[src/rtl/uart_pkt_pkg.sv]
// Shared state encoding, sync-byte default and checksum helper for the
// UART packet receiver.
package uart_pkt_pkg;

   typedef enum logic [2:0] {
      IDLE    = 3'd0,
      ADDR    = 3'd1,
      LEN     = 3'd2,
      PAYLOAD = 3'd3,
      CHK     = 3'd4,
      DRAIN   = 3'd5
   } pkt_state_e;

   localparam logic [7:0] SYNC_BYTE_DEFAULT = 8'hA5;

   // A frame is good when ADDR+LEN+payload+CHK wraps to zero.
   function automatic logic chk_ok(input logic [7:0] sum, input logic [7:0] chk);
      logic [7:0] total;
      total = sum + chk;
      return (total == 8'h00);
   endfunction

endpackage

[src/rtl/uart_pkt_buf.sv]
// Payload store: DEPTH x 8, one synchronous write port, one asynchronous
// read port (maps onto distributed RAM).
module uart_pkt_buf #(
   parameter int unsigned DEPTH = 16,
   parameter int unsigned AW    = 4
) (
   input  logic          clk,
   input  logic          we,
   input  logic [AW-1:0] waddr,
   input  logic [7:0]    wdata,
   input  logic [AW-1:0] raddr,
   output logic [7:0]    rdata
);

   logic [7:0] mem_q [DEPTH];

   always_ff @(posedge clk) begin
      if (we) begin
         mem_q[waddr] <= wdata;
      end
   end

   assign rdata = mem_q[raddr];

endmodule

[src/rtl/uart_rx_pkt_ctrl.sv]
// Frames the uart_rx byte stream (SYNC ADDR LEN payload CHK) and releases
// checked payload on a valid/ready stream. Inter-byte timeout: UART_RX_PKT_TIMEOUT_EN.
module uart_rx_pkt_ctrl
   import uart_pkt_pkg::*;
#(
   parameter int unsigned MAXLEN    = 16,
   parameter int unsigned TIMEOUT   = 1024,
   parameter logic [7:0]  SYNC_BYTE = SYNC_BYTE_DEFAULT
) (
   input  logic       clk,
   input  logic       rst,
   input  logic [7:0] rx_data,
   input  logic       rx_recv,
   output logic       out_valid,
   input  logic       out_ready,
   output logic [7:0] out_data,
   output logic [7:0] out_addr,
   output logic       out_last,
   output logic       frame_ok,
   output logic       err_chk,
   output logic       err_len,
   output logic       err_timeout,
   output logic       err_overrun
);

   localparam int unsigned PW = $clog2(MAXLEN + 1);
   localparam int unsigned BW = (MAXLEN > 1) ? $clog2(MAXLEN) : 1;
   localparam logic [PW-1:0] PTR_ZERO = PW'(0);
   localparam logic [PW-1:0] PTR_ONE  = PW'(1);

   if ((MAXLEN < 1) || (MAXLEN > 255)) begin : g_bad_maxlen
      $error("uart_rx_pkt_ctrl: MAXLEN must be in 1..255");
   end
   if (TIMEOUT < 1) begin : g_bad_timeout
      $error("uart_rx_pkt_ctrl: TIMEOUT must be at least 1");
   end

   pkt_state_e    state_q, state_d;
   logic [7:0]    addr_q, addr_d;
   logic [7:0]    sum_q, sum_d;
   logic [PW-1:0] len_q, len_d;
   logic [PW-1:0] wptr_q, wptr_d;
   logic [PW-1:0] rptr_q, rptr_d;
   logic          ok_q, ok_d;
   logic          chk_err_q, chk_err_d;
   logic          len_err_q, len_err_d;
   logic          ovr_q, ovr_d;
   logic          buf_we;
   logic [7:0]    buf_rdata;
   logic          drain_s;
   logic          last_s;
   logic          timeout_hit;

   uart_pkt_buf #(
      .DEPTH (MAXLEN),
      .AW    (BW)
   ) u_buf (
      .clk   (clk),
      .we    (buf_we),
      .waddr (wptr_q[BW-1:0]),
      .wdata (rx_data),
      .raddr (rptr_q[BW-1:0]),
      .rdata (buf_rdata)
   );

   assign drain_s = (state_q == DRAIN);
   assign last_s  = (rptr_q == (len_q - PTR_ONE));

`ifdef UART_RX_PKT_TIMEOUT_EN
   localparam int unsigned GW = $clog2(TIMEOUT + 1);

   logic [GW-1:0] gap_q, gap_d;
   logic          in_frame;
   logic          to_q;

   // Gap counter only runs while a frame is being collected.
   always_comb begin
      in_frame    = (state_q == ADDR) || (state_q == LEN) ||
                    (state_q == PAYLOAD) || (state_q == CHK);
      timeout_hit = 1'b0;
      gap_d       = GW'(0);
      if (!in_frame || rx_recv) begin
         gap_d = GW'(0);
      end else if (gap_q == GW'(TIMEOUT - 1)) begin
         timeout_hit = 1'b1;
         gap_d       = GW'(0);
      end else begin
         gap_d = gap_q + GW'(1);
      end
   end

   always_ff @(posedge clk or posedge rst) begin
      if (rst) begin
         gap_q <= GW'(0);
         to_q  <= 1'b0;
      end else begin
         gap_q <= gap_d;
         to_q  <= timeout_hit;
      end
   end

   assign err_timeout = to_q;
`else
   assign timeout_hit = 1'b0;
   assign err_timeout = 1'b0;
`endif

   always_comb begin
      state_d   = state_q;
      addr_d    = addr_q;
      sum_d     = sum_q;
      len_d     = len_q;
      wptr_d    = wptr_q;
      rptr_d    = rptr_q;
      buf_we    = 1'b0;
      ok_d      = 1'b0;
      chk_err_d = 1'b0;
      len_err_d = 1'b0;
      ovr_d     = 1'b0;
      case (state_q)
         IDLE: begin
            if (rx_recv && (rx_data == SYNC_BYTE)) begin
               state_d = ADDR;
            end else begin
               state_d = IDLE;
            end
         end
         ADDR: begin
            if (rx_recv) begin
               addr_d  = rx_data;
               sum_d   = rx_data;
               state_d = LEN;
            end else begin
               state_d = ADDR;
            end
         end
         LEN: begin
            if (rx_recv) begin
               sum_d  = sum_q + rx_data;
               wptr_d = PTR_ZERO;
               if (rx_data > 8'(MAXLEN)) begin
                  len_err_d = 1'b1;
                  state_d   = IDLE;
               end else if (rx_data == 8'h00) begin
                  len_d   = PTR_ZERO;
                  state_d = CHK;
               end else begin
                  len_d   = rx_data[PW-1:0];
                  state_d = PAYLOAD;
               end
            end else begin
               state_d = LEN;
            end
         end
         PAYLOAD: begin
            if (rx_recv) begin
               buf_we = 1'b1;
               sum_d  = sum_q + rx_data;
               wptr_d = wptr_q + PTR_ONE;
               if (wptr_d == len_q) begin
                  state_d = CHK;
               end else begin
                  state_d = PAYLOAD;
               end
            end else begin
               state_d = PAYLOAD;
            end
         end
         CHK: begin
            if (rx_recv) begin
               if (chk_ok(sum_q, rx_data)) begin
                  ok_d    = 1'b1;
                  rptr_d  = PTR_ZERO;
                  state_d = (len_q == PTR_ZERO) ? IDLE : DRAIN;
               end else begin
                  chk_err_d = 1'b1;
                  state_d   = IDLE;
               end
            end else begin
               state_d = CHK;
            end
         end
         DRAIN: begin
            // Nothing is parsed while draining; every arriving byte is lost.
            ovr_d = rx_recv;
            if (out_ready) begin
               rptr_d  = rptr_q + PTR_ONE;
               state_d = last_s ? IDLE : DRAIN;
            end else begin
               state_d = DRAIN;
            end
         end
         default: begin
            state_d = IDLE;
         end
      endcase
      state_d = timeout_hit ? IDLE : state_d;
   end

   always_ff @(posedge clk or posedge rst) begin
      if (rst) begin
         state_q   <= IDLE;
         addr_q    <= 8'h00;
         sum_q     <= 8'h00;
         len_q     <= PTR_ZERO;
         wptr_q    <= PTR_ZERO;
         rptr_q    <= PTR_ZERO;
         ok_q      <= 1'b0;
         chk_err_q <= 1'b0;
         len_err_q <= 1'b0;
         ovr_q     <= 1'b0;
      end else begin
         state_q   <= state_d;
         addr_q    <= addr_d;
         sum_q     <= sum_d;
         len_q     <= len_d;
         wptr_q    <= wptr_d;
         rptr_q    <= rptr_d;
         ok_q      <= ok_d;
         chk_err_q <= chk_err_d;
         len_err_q <= len_err_d;
         ovr_q     <= ovr_d;
      end
   end

   assign out_valid   = drain_s;
   assign out_data    = drain_s ? buf_rdata : 8'h00;
   assign out_addr    = addr_q;
   assign out_last    = drain_s && last_s;
   assign frame_ok    = ok_q;
   assign err_chk     = chk_err_q;
   assign err_len     = len_err_q;
   assign err_overrun = ovr_q;

endmodule

[config.mk]
export PLATFORM = sky130hd
export DESIGN_NAME = uart_rx_pkt_ctrl
export DESIGN_NICKNAME = d
export VERILOG_FILES = /design/src/rtl/uart_pkt_pkg.sv /design/src/rtl/uart_pkt_buf.sv /design/src/rtl/uart_rx_pkt_ctrl.sv
export SDC_FILE = /design/constraint.sdc
export NUM_CORES = 1
export LEC_CHECK = 0
export ABC_CLOCK_PERIOD_IN_PS = 2600
export CAP_MARGIN = 20
export CORE_MARGIN = 3
export CORE_UTILIZATION = 56
export CTS_BUF_LIST = sky130_fd_sc_hd__clkbuf_4
export DETAILED_ROUTE_END_ITERATION = 7
export PLACE_DENSITY = 0.78
export SYNTH_ARGS = -nofsm -noshare
export SYNTH_HDL_FRONTEND = slang
export SYNTH_SLANG_ARGS = --single-unit
[constraint.sdc]
create_clock -name clk -period 2.6 [get_ports clk]
set_clock_uncertainty 0.2 [all_clocks]
set_input_delay 0.39 -clock clk [delete_from_list [all_inputs] [get_ports clk]]
set_output_delay 0.39 -clock clk [all_outputs]
set_load 0.02 [all_outputs]
==> metrics.txt, run 1 <==
layout cells sized above 1=0.324; via count=4,497; Slew Limit Fails=0; clock insertion delay at the later pin of the skew report=0.55 ns; status=complete, but fails checks; DRC viols=0; clock transition at the registers of the reported paths=0.15 ns; XOR/XNOR Fraction of Synth Area=0.0235; post-route ant nets=0; number of synthesized flops with an enable pin=128; # diodes=0; Worst Hold End=sum_q[2]; compound-cell area share of the yosys netlist=0.0495; Chip Width=121 um; Worst Hold Path Cells=2; Post-synth top flop=edfxtp_1; worst r2r dst=rptr_q[1]; Worst Hold Class=reg -> reg; die footprint=0.0147 mm^2; GR Layer Usage met2=0.379; clk buf depth=2; GRT met1 Usage=0.330; initial antenna violation count=0; vias in the first global route=4,652; Non-Filler Instances=762; overall power=7.50 mW; CP endpoint kind=primary output; synth unique cells=57; Final Cycle Share=1.22; DP Cell Count=722; post-synthesis mux area share=0.143; Core Region=0.0128 mm^2; # port buffers=33; Placed Area=0.00847 mm^2; register area share after synthesis=0.642; post-DP HPWL=10.8 mm; crit path cell chain=buf_12 -> buf_12 -> mux4_2 -> mux4_2 -> and2_4 -> buf_6; total gr overflow=0; critical path class=reg -> out; Max FO, Critical Path=8; gp weighted congestion=0.866; CP max-delay cell=mux4_2; maxcap violations=0; H-tree Lvls=4; Synth async-reset ratio=0.229; Largest delay share family, worst path=multiplexers; vias per cell=5.90; Hold Crit Start=sum_q[2]; Max stage delay on crit path=0.55 ns; Mapped Nets=504; reg2reg start=sum_q[5]; row count=41; Place WS=-0.616 ns; Num CTS Buffers=17; Slew headroom=0.662; mapped cell area=0.00746 mm^2; most frequent cells in the layout=edfxtp_1 (128), buf_4 (59), mux4_2 (40), dfrtp_1 (37), nand2_1 (25); Worst Slack Setup Final=-0.559 ns; initial core utilization=0.582; R2R depth=7; largest net degree at the start of global routing=39; Peak VDD IR=0.535 mV; post-route cell area=0.00899 mm^2; YS warnings=0; synthesized flop and latch total=166; post-DR wirelength/cell=21.1 um; WP data arrival=2.57 ns; Die H=121 um; failing checks=negative setup slack; critical path required time=2.01 ns; Synth Area in Adders=0.0262; final net count=604; RSZ-0062 raised after global routing=yes; Synth Area in Simple Gates=0.0885; first-pass iteration count of the detailed router=5; M3 GR Usage=0.0457; f_max=317 MHz; CTS tree=built; Hold Fails Final Rpt=0; commonest non-fill, non-tap cell in the layout=edfxtp_1; Layout area overhead=20.4%; crit start category=register; GRT Max-Usage Layer=met2; I/O pin count=35; total track usage=0.234; global-route wire length before repair=25.5 mm; Starting DRT DRC Count=387; largest family of logic cells by synthesized area=multiplexers; r2r setup slk=0.05 ns; CTS root buf=clkbuf_4; pwr dens=835 mW/mm^2; Fillers=843; final setup violation count=9; standby leakage power=3.28 nW; drt total wl=16.0 mm; Worst Path Buf+Inv=3; final core occ=0.701; clk sinks=166; Tmin final=3.16 ns; actual slew at the worst max-slew pin=0.506 ns; synthesized instance count=477; Syn Area/Cell=15.6 um^2
==> per-layer routing <==
layer | vias to the layer above | routed length [um]
li1 | 2038 | -
met1 | 2290 | 6930
met2 | 152 | 8040
met3 | 17 | 905
met4 | 0 | 175
met5 | - | 0
==> area by class of cell <==
class	instances	area, um^2	share of cell area
multi-input combinational	271	2590	0.289
inverter	14	52.6	0.00585
clock inverter	15	136	0.0152
timing repair buffer	107	1060	0.118
sequential	166	4800	0.534
clock buffer	17	128	0.0142
tap	172	215	0.0239
==> state kept, by name (all words and copies together), names as in the netlist <==
name / count
out_addr: 8
err_chk: 1
state_q: 3
sum_q: 8
err_overrun: 1
wptr_q: 5
err_len: 1
rptr_q: 5
frame_ok: 1
u_buf.mem_q: 128
len_q: 5
==> how the worst max path moves through the flow <==
| stage | from | to | cells past startpoint |
|---|---|---|---|
| 2_1_floorplan | rx_data[0] | state_q[0] | 10 |
| 4_1_cts | rptr_q[0] | out_data[2] | 6 |
| 3_5_place_dp | rx_data[0] | state_q[0] | 10 |
| 6_report | rptr_q[0] | out_data[2] | 6 |
| 3_3_place_gp | rx_data[0] | state_q[0] | 10 |
| 5_1_grt | rptr_q[0] | out_data[1] | 6 |
==> stage by stage <==
step / setup TNS [ns] / hold WS, ns
detailed placement: -9.23 / 0.277
global route: -5.13 / 0.328
global placement: -8.10 / 0.267
CTS: -4.78 / 0.309
floorplan: 0 / 0.254
finish: -4.33 / 0.304
==> where the power goes <==
| part | switching (mW) | internal (mW) | total [mW] |
|---|---|---|---|
| clock | 0.974 | 0.422 | 1.40 |
| combinational | 1.32 | 1.64 | 2.97 |
| sequential | 0.125 | 3.02 | 3.14 |
| total | 2.42 | 5.08 | 7.50 |
==> worst register-to-register path, stage by stage, from the launching register on <==
cell and delay (ns):
dfrtp_1 0.42, ha_1 0.40, inv_1 0.09, a311o_1 0.39, a311oi_1 0.36, and2_4 0.22, and4_4 0.26, o21ai_0 0.11
==> kinds of logic after synthesis <==
logic type,after synthesis
AO/OA/AOI/OAI,57
XOR/XNOR,20
adder cells (fa/ha/maj),15
buffers and inverters,40
flip-flops,166
multiplexers,55
other,1
AND/OR/NAND/NOR,123
==> cell usage after synthesis, types with 3 or more instances <==
master,number,share of area
nor4_1,4,0.0034
edfxtp_1,128,0.52
xnor2_1,13,0.015
buf_4,3,0.0030
nor3b_1,4,0.0040
nor2_1,24,0.012
inv_1,14,0.0070
or3_1,3,0.0025
buf_2,6,0.0040
dfrtp_1,38,0.13
mux4_2,40,0.12
nand4_1,4,0.0034
nand2_1,25,0.013
mux2i_1,3,0.0040
nand3_1,4,0.0027
nor2b_1,4,0.0034
a311oi_1,3,0.0035
xor2_1,7,0.0082
nor3_1,6,0.0040
buf_6,4,0.0060
mux2_2,12,0.018
nand2b_1,8,0.0067
ha_1,14,0.023
a21oi_1,11,0.0074
o21ai_0,22,0.015
clkbuf_1,13,0.0065
and2_1,26,0.022
==> timing repair <==
action,CTS,global route
buffers inserted,5,2
hold buffers,1,0
endpoints found under the hold margin,38,0
gates resized for setup,76,17
pin swaps,8,4
endpoints found under the setup margin,13,19
cloned,2,0
Power figures use the tool's default switching activity.
==> inputs of run 2 (changes only) <==
--- a/config.mk
+++ b/config.mk
@@ -11,7 +11,7 @@
 export CORE_UTILIZATION = 56
 export CTS_BUF_LIST = sky130_fd_sc_hd__clkbuf_4
 export DETAILED_ROUTE_END_ITERATION = 7
-export PLACE_DENSITY = 0.78
+export PLACE_DENSITY = 0.81
 export SYNTH_ARGS = -nofsm -noshare
 export SYNTH_HDL_FRONTEND = slang
 export SYNTH_SLANG_ARGS = --single-unit
==> metrics.txt, run 2 (synthesis gave the netlist of run 1 again) <==
Chip Width=121 um (unchanged); standby leakage power=3.35 nW (was 3.28 nW); vias per cell=6.11 (was 5.90); layout cells sized above 1=0.341 (was 0.324); Max FO, Critical Path=6 (was 8); # diodes=0 (unchanged); post-route ant nets=0 (unchanged); Layout area overhead=23.6% (was 20.4%); Worst Path Buf+Inv=3 (unchanged); Peak VDD IR=0.483 mV (was 0.535 mV); final setup violation count=9 (unchanged); critical path class=reg -> out (unchanged); Non-Filler Instances=762 (unchanged); CTS tree=built (unchanged); WP data arrival=2.62 ns (was 2.57 ns); max FFs per register=128 (unchanged); worst hold slack=0.0413 ns (was 0.304 ns); pwr dens=854 mW/mm^2 (was 835 mW/mm^2); most frequent cells in the layout=edfxtp_1 (128), buf_4 (49), mux4_2 (40), dfrtp_1 (36), nand2_1 (25) (was edfxtp_1 (128), buf_4 (59), mux4_2 (40), dfrtp_1 (37), nand2_1 (25)); CTS root buf=clkbuf_4 (unchanged); Starting DRT DRC Count=498 (was 387); most flop-heavy register=u_buf.mem_q (unchanged); crit path cell chain=buf_12 -> buf_12 -> mux4_2 -> mux4_2 -> and2_4 -> buf_6 (unchanged); GR Layer Usage met2=0.410 (was 0.379); setup TNS=-4.41 ns (was -4.33 ns); drt total wl=17.4 mm (was 16.0 mm); GRT met1 Usage=0.324 (was 0.330); post-route cell area=0.00923 mm^2 (was 0.00899 mm^2); DP Cell Count=722 (unchanged); actual slew at the worst max-slew pin=0.537 ns (was 0.506 ns); total track usage=0.245 (was 0.234); initial core utilization=0.582 (unchanged); CP max-delay cell=mux4_2 (unchanged); crit start category=register (unchanged); CP endpoint kind=primary output (unchanged); final net count=604 (unchanged); largest net degree at the start of global routing=39 (unchanged); row count=41 (unchanged); Slew Limit Fails=0 (unchanged); r2r setup slk=0 ns (was 0.05 ns); global-route wire length before repair=26.5 mm (was 25.5 mm); vias in the first global route=4,694 (was 4,652); Core Region=0.0128 mm^2 (unchanged); GRT Max-Usage Layer=met2 (unchanged); I/O pin count=35 (unchanged); # port buffers=33 (unchanged); Num CTS Buffers=17 (unchanged); post-DP HPWL=11.2 mm (was 10.8 mm); Fillers=804 (was 843); Worst Hold Class=in -> async (was reg -> reg); maxcap violations=0 (unchanged); die footprint=0.0147 mm^2 (unchanged); clk buf depth=2 (unchanged); via count=4,658 (was 4,497); post-DR wirelength/cell=22.8 um (was 21.1 um); Slew headroom=0.637 (was 0.662); failing checks=negative setup slack (unchanged); first-pass iteration count of the detailed router=5 (unchanged); total gr overflow=0 (unchanged); DRC viols=0 (unchanged); Tmin final=3.21 ns (was 3.16 ns); Worst Slack Setup Final=-0.606 ns (was -0.559 ns); Largest delay share family, worst path=multiplexers (unchanged); Hold Fails Final Rpt=0 (unchanged); clock transition at the registers of the reported paths=0.14 ns (was 0.15 ns); f_max=312 MHz (was 317 MHz); initial antenna violation count=0 (unchanged); Max stage delay on crit path=0.57 ns (was 0.55 ns); clock insertion delay at the later pin of the skew report=0.56 ns (was 0.55 ns); M3 GR Usage=0.0587 (was 0.0457); gp weighted congestion=0.888 (was 0.866); Die H=121 um (unchanged); clk sinks=166 (unchanged); overall power=7.88 mW (was 7.50 mW); critical path required time=2.01 ns (about the same); status=complete, but fails checks (unchanged); H-tree Lvls=4 (unchanged); Placed Area=0.00856 mm^2 (was 0.00847 mm^2); Final Cycle Share=1.23 (was 1.22); commonest non-fill, non-tap cell in the layout=edfxtp_1 (unchanged); RSZ-0062 raised after global routing=yes (unchanged)
-- run 2: where the power goes --
part | internal [mW] | total (mW) | switching [mW]
Combinational | 1.64 | 3.03 | 1.39
Clock | 0.785 | 1.70 | 0.911
Sequential | 3.02 | 3.16 | 0.141
-- run 2: metal layers --
| layer | vias up | part of all wire |
|---|---|---|
| li1 | 2030 | - |
| met1 | 2382 | 0.41 |
| met2 | 215 | 0.51 |
| met5 | - | 0 |
| met3 | 31 | 0.063 |
| met4 | 0 | 0.017 |
-- run 2: per-stage QoR --
step	util	setup WS, ns
5_1_grt	0.720	-0.702
4_1_cts	0.707	-0.582
3_5_place_dp	0.667	-0.666
6_report	0.720	-0.606
3_3_place_gp	0.667	-0.560
2_1_floorplan	-	0.0141
-- run 2: worst paths after layout --
kind / from / endpoint / cells past startpoint
max: rptr_q[0] / out_data[2] / 6
max reg2reg: sum_q[0] / rptr_q[1] / 9
min in group clk: sum_q[4] / sum_q[4] / 2
min: rst / out_addr[5] / 3
min reg2reg: sum_q[4] / sum_q[4] / 2
max in group asynchronous: rst / len_q[3] / 3
-- run 2: timing repair --
action	4_1_cts	5_1_grt
hold buffers	0	0
pin swaps	10	5
setup buffers	3	4
endpoints found under the setup margin	14	16
resized for setup	82	28
cloned	2	0
-- run 2: layout make-up --
cell class / instances / area, um^2 / share of cell area
tap: 172 / 215 / 0.0233
timing repair buffer: 107 / 1170 / 0.127
multi-input combinational: 271 / 2660 / 0.288
inverter: 14 / 52.6 / 0.00569
sequential: 166 / 4800 / 0.520
clock buffer: 18 / 135 / 0.0146
clock inverter: 14 / 196 / 0.0213
-- run 2: tightest hold or removal path: cells and delay by family --
family   cells  cell delay (ns)
buf+inv      3             0.87
==> inputs of run 3 (changes only) <==
--- a/config.mk
+++ b/config.mk
@@ -6,12 +6,14 @@
 export NUM_CORES = 1
 export LEC_CHECK = 0
 export ABC_CLOCK_PERIOD_IN_PS = 2600
-export CAP_MARGIN = 20
+export CAP_MARGIN = 10
 export CORE_MARGIN = 3
 export CORE_UTILIZATION = 56
 export CTS_BUF_LIST = sky130_fd_sc_hd__clkbuf_4
 export DETAILED_ROUTE_END_ITERATION = 7
+export GPL_ROUTABILITY_DRIVEN = 0
 export PLACE_DENSITY = 0.81
+export REMOVE_ABC_BUFFERS = 1
 export SYNTH_ARGS = -nofsm -noshare
 export SYNTH_HDL_FRONTEND = slang
 export SYNTH_SLANG_ARGS = --single-unit
==> metrics.txt, run 3 (synthesis gave the netlist of run 1 again) <==
status=complete, but fails checks (unchanged); failing checks=negative setup slack (unchanged); Gate power share=0.389 (was 0.384); Place WS=-0.614 ns (was -0.666 ns); Levels on crit path=7 (was 6); Worst Path Buf+Inv=4 (was 3); I/O pin count=35 (unchanged); post-route ant nets=0 (unchanged); crit start category=register (unchanged); Layout area overhead=24.1% (was 23.6%); most frequent cells in the layout=edfxtp_1 (128), buf_4 (84), mux4_2 (40), dfrtp_1 (35), nand2_1 (25) (was edfxtp_1 (128), buf_4 (49), mux4_2 (40), dfrtp_1 (36), nand2_1 (25)); sw frac=0.304 (was 0.310); Worst Hold Path Cells=2; Hold Fails Final Rpt=0 (unchanged); post-DR wirelength/cell=22.0 um (was 22.8 um); first-pass iteration count of the detailed router=5 (unchanged); max FFs per register=128 (unchanged); global-route wire length before repair=26.7 mm (was 26.5 mm); final setup violation count=9 (unchanged); clock transition at the registers of the reported paths=0.14 ns (about the same); P_sw=2.48 mW (was 2.44 mW); CP endpoint kind=primary output (unchanged); WP data arrival=2.66 ns (was 2.62 ns); clk buf depth=2 (unchanged); Largest delay share family, worst path=multiplexers (unchanged); pwr dens=879 mW/mm^2 (was 854 mW/mm^2); Max stage delay on crit path=0.52 ns (was 0.57 ns); total gr overflow=0 (unchanged); drt total wl=17.3 mm (was 17.4 mm); P_int=5.66 mW (was 5.44 mW); vias per cell=6.03 (was 6.11); initial core utilization=0.582 (unchanged); post-DP HPWL=11.3 mm (was 11.2 mm); Max FO, Critical Path=7 (was 6); CTS tree=built (unchanged); standby leakage power=3.44 nW (was 3.35 nW); row count=41 (unchanged); Core Region=0.0128 mm^2 (unchanged); f_max=308 MHz (was 312 MHz); Tmin final=3.25 ns (was 3.21 ns); Starting DRT DRC Count=506 (was 498); final net count=630 (was 604); # port buffers=33 (unchanged); commonest non-fill, non-tap cell in the layout=edfxtp_1 (unchanged); largest net degree at the start of global routing=39 (unchanged); layout cells sized above 1=0.365 (was 0.341); Num CTS Buffers=17 (unchanged); clock insertion delay at the later pin of the skew report=0.57 ns (was 0.56 ns); clk sinks=166 (unchanged); CTS root buf=clkbuf_4 (unchanged); critical path class=reg -> out (unchanged); # diodes=0 (unchanged); Worst Slack Setup Final=-0.651 ns (was -0.606 ns); initial antenna violation count=0 (unchanged); CP max-delay cell=mux4_2 (unchanged); Slew headroom=0.666 (was 0.637); total track usage=0.248 (was 0.245); DRC viols=0 (unchanged); Die H=121 um (unchanged); RSZ-0062 raised after global routing=yes (unchanged); most flop-heavy register=u_buf.mem_q (unchanged); via count=4,749 (was 4,658); H-tree Lvls=4 (unchanged); vias in the first global route=4,728 (was 4,694); Chip Width=121 um (unchanged); Slew Limit Fails=0 (unchanged); crit path cell chain=buf_12 -> buf_12 -> buf_6 -> mux4_2 -> mux4_2 -> and2_4 -> buf_6 (was buf_12 -> buf_12 -> mux4_2 -> mux4_2 -> and2_4 -> buf_6); clock share of power=0.222 (was 0.215); R2R depth=9 (unchanged); Final Cycle Share=1.25 (was 1.23); Peak VDD IR=0.611 mV (was 0.483 mV); Flop pwr share=0.389 (was 0.400); Worst Hold Class=reg -> reg (was in -> async); actual slew at the worst max-slew pin=0.501 ns (was 0.537 ns); critical path required time=2.01 ns (about the same); final core occ=0.722 (was 0.720); die footprint=0.0147 mm^2 (unchanged); maxcap violations=0 (unchanged)
==> run 3: stage by stage <==
| stage | instances | hold WS (ns) | power, mW | area, um^2 | TNS, ns |
|---|---|---|---|---|---|
| floorplan | 451 | 0.254 | 4.75 | 7320 | -6.42 |
| detailed placement | 730 | 0.287 | 5.76 | 8470 | -8.16 |
| global route | 788 | 0.349 | 8.50 | 9260 | -5.83 |
| finish | 788 | 0.325 | 8.14 | 9260 | -4.94 |
| CTS | 785 | 0.321 | 7.93 | 9140 | -5.23 |
| global placement | 730 | 0.267 | 5.63 | 8470 | -7.07 |
==> run 3: layer usage <==
metal	track usage	part of all wire	vias up
met2	0.413	0.51	218
met4	0.0679	0.020	0
met3	0.0513	0.071	30
li1	-	-	2093
met5	0	0	-
met1	0.336	0.40	2408
==> run 3: layout make-up <==
| cell class | instances | area, um^2 |
|---|---|---|
| flip-flops and latches | 166 | 4800 |
| repair buffers | 133 | 1230 |
| clock buffers | 18 | 135 |
| fillers | 797 | 3560 |
| clock inverters | 14 | 224 |
| multi-input cells | 271 | 2610 |
| inverters | 14 | 52.6 |
| well taps | 172 | 215 |
==> run 3: path summary, 6_finish.rpt <==
check / slack [ns] / from / to
setup / recovery: -0.65 / rptr_q[0] / out_data[5]
hold / removal: 0.33 / sum_q[2] / sum_q[2]
setup reg to reg: 0.09 / sum_q[0] / state_q[0]
hold reg to reg: 0.33 / sum_q[2] / sum_q[2]
max in group asynchronous: 1.23 / rst / rptr_q[1]
min in group asynchronous: 0.58 / rst / out_addr[4]
==> run 3: worst min-delay path, delay by kind of cell, from the launching register on <==
kind             cells  cell delay (ns)
flip-flops           1             0.39
AO/OA/AOI/OAI        1             0.06
AND/OR/NAND/NOR      1             0.05
==> run 3: repair_timing <==
action / in CTS / in global routing
cloned: 2 / 0
endpoints found under the setup margin: 12 / 17
pin swaps: 10 / 7
setup buffers: 20 / 10
hold endpoints to repair: 19 / 0
hold buffers: 1 / 0
resized for setup: 87 / 21
==> run 3: power groups by stage <==
stage          clock network, mW  registers (mW)  logic [mW]
2_1_floorplan                  0            3.46        1.30
5_1_grt                     1.93            3.18        3.38
3_5_place_dp                   0            3.21        2.55
6_report                    1.80            3.17        3.17
3_3_place_gp                   0            3.19        2.44
4_1_cts                     1.82            3.16        2.95
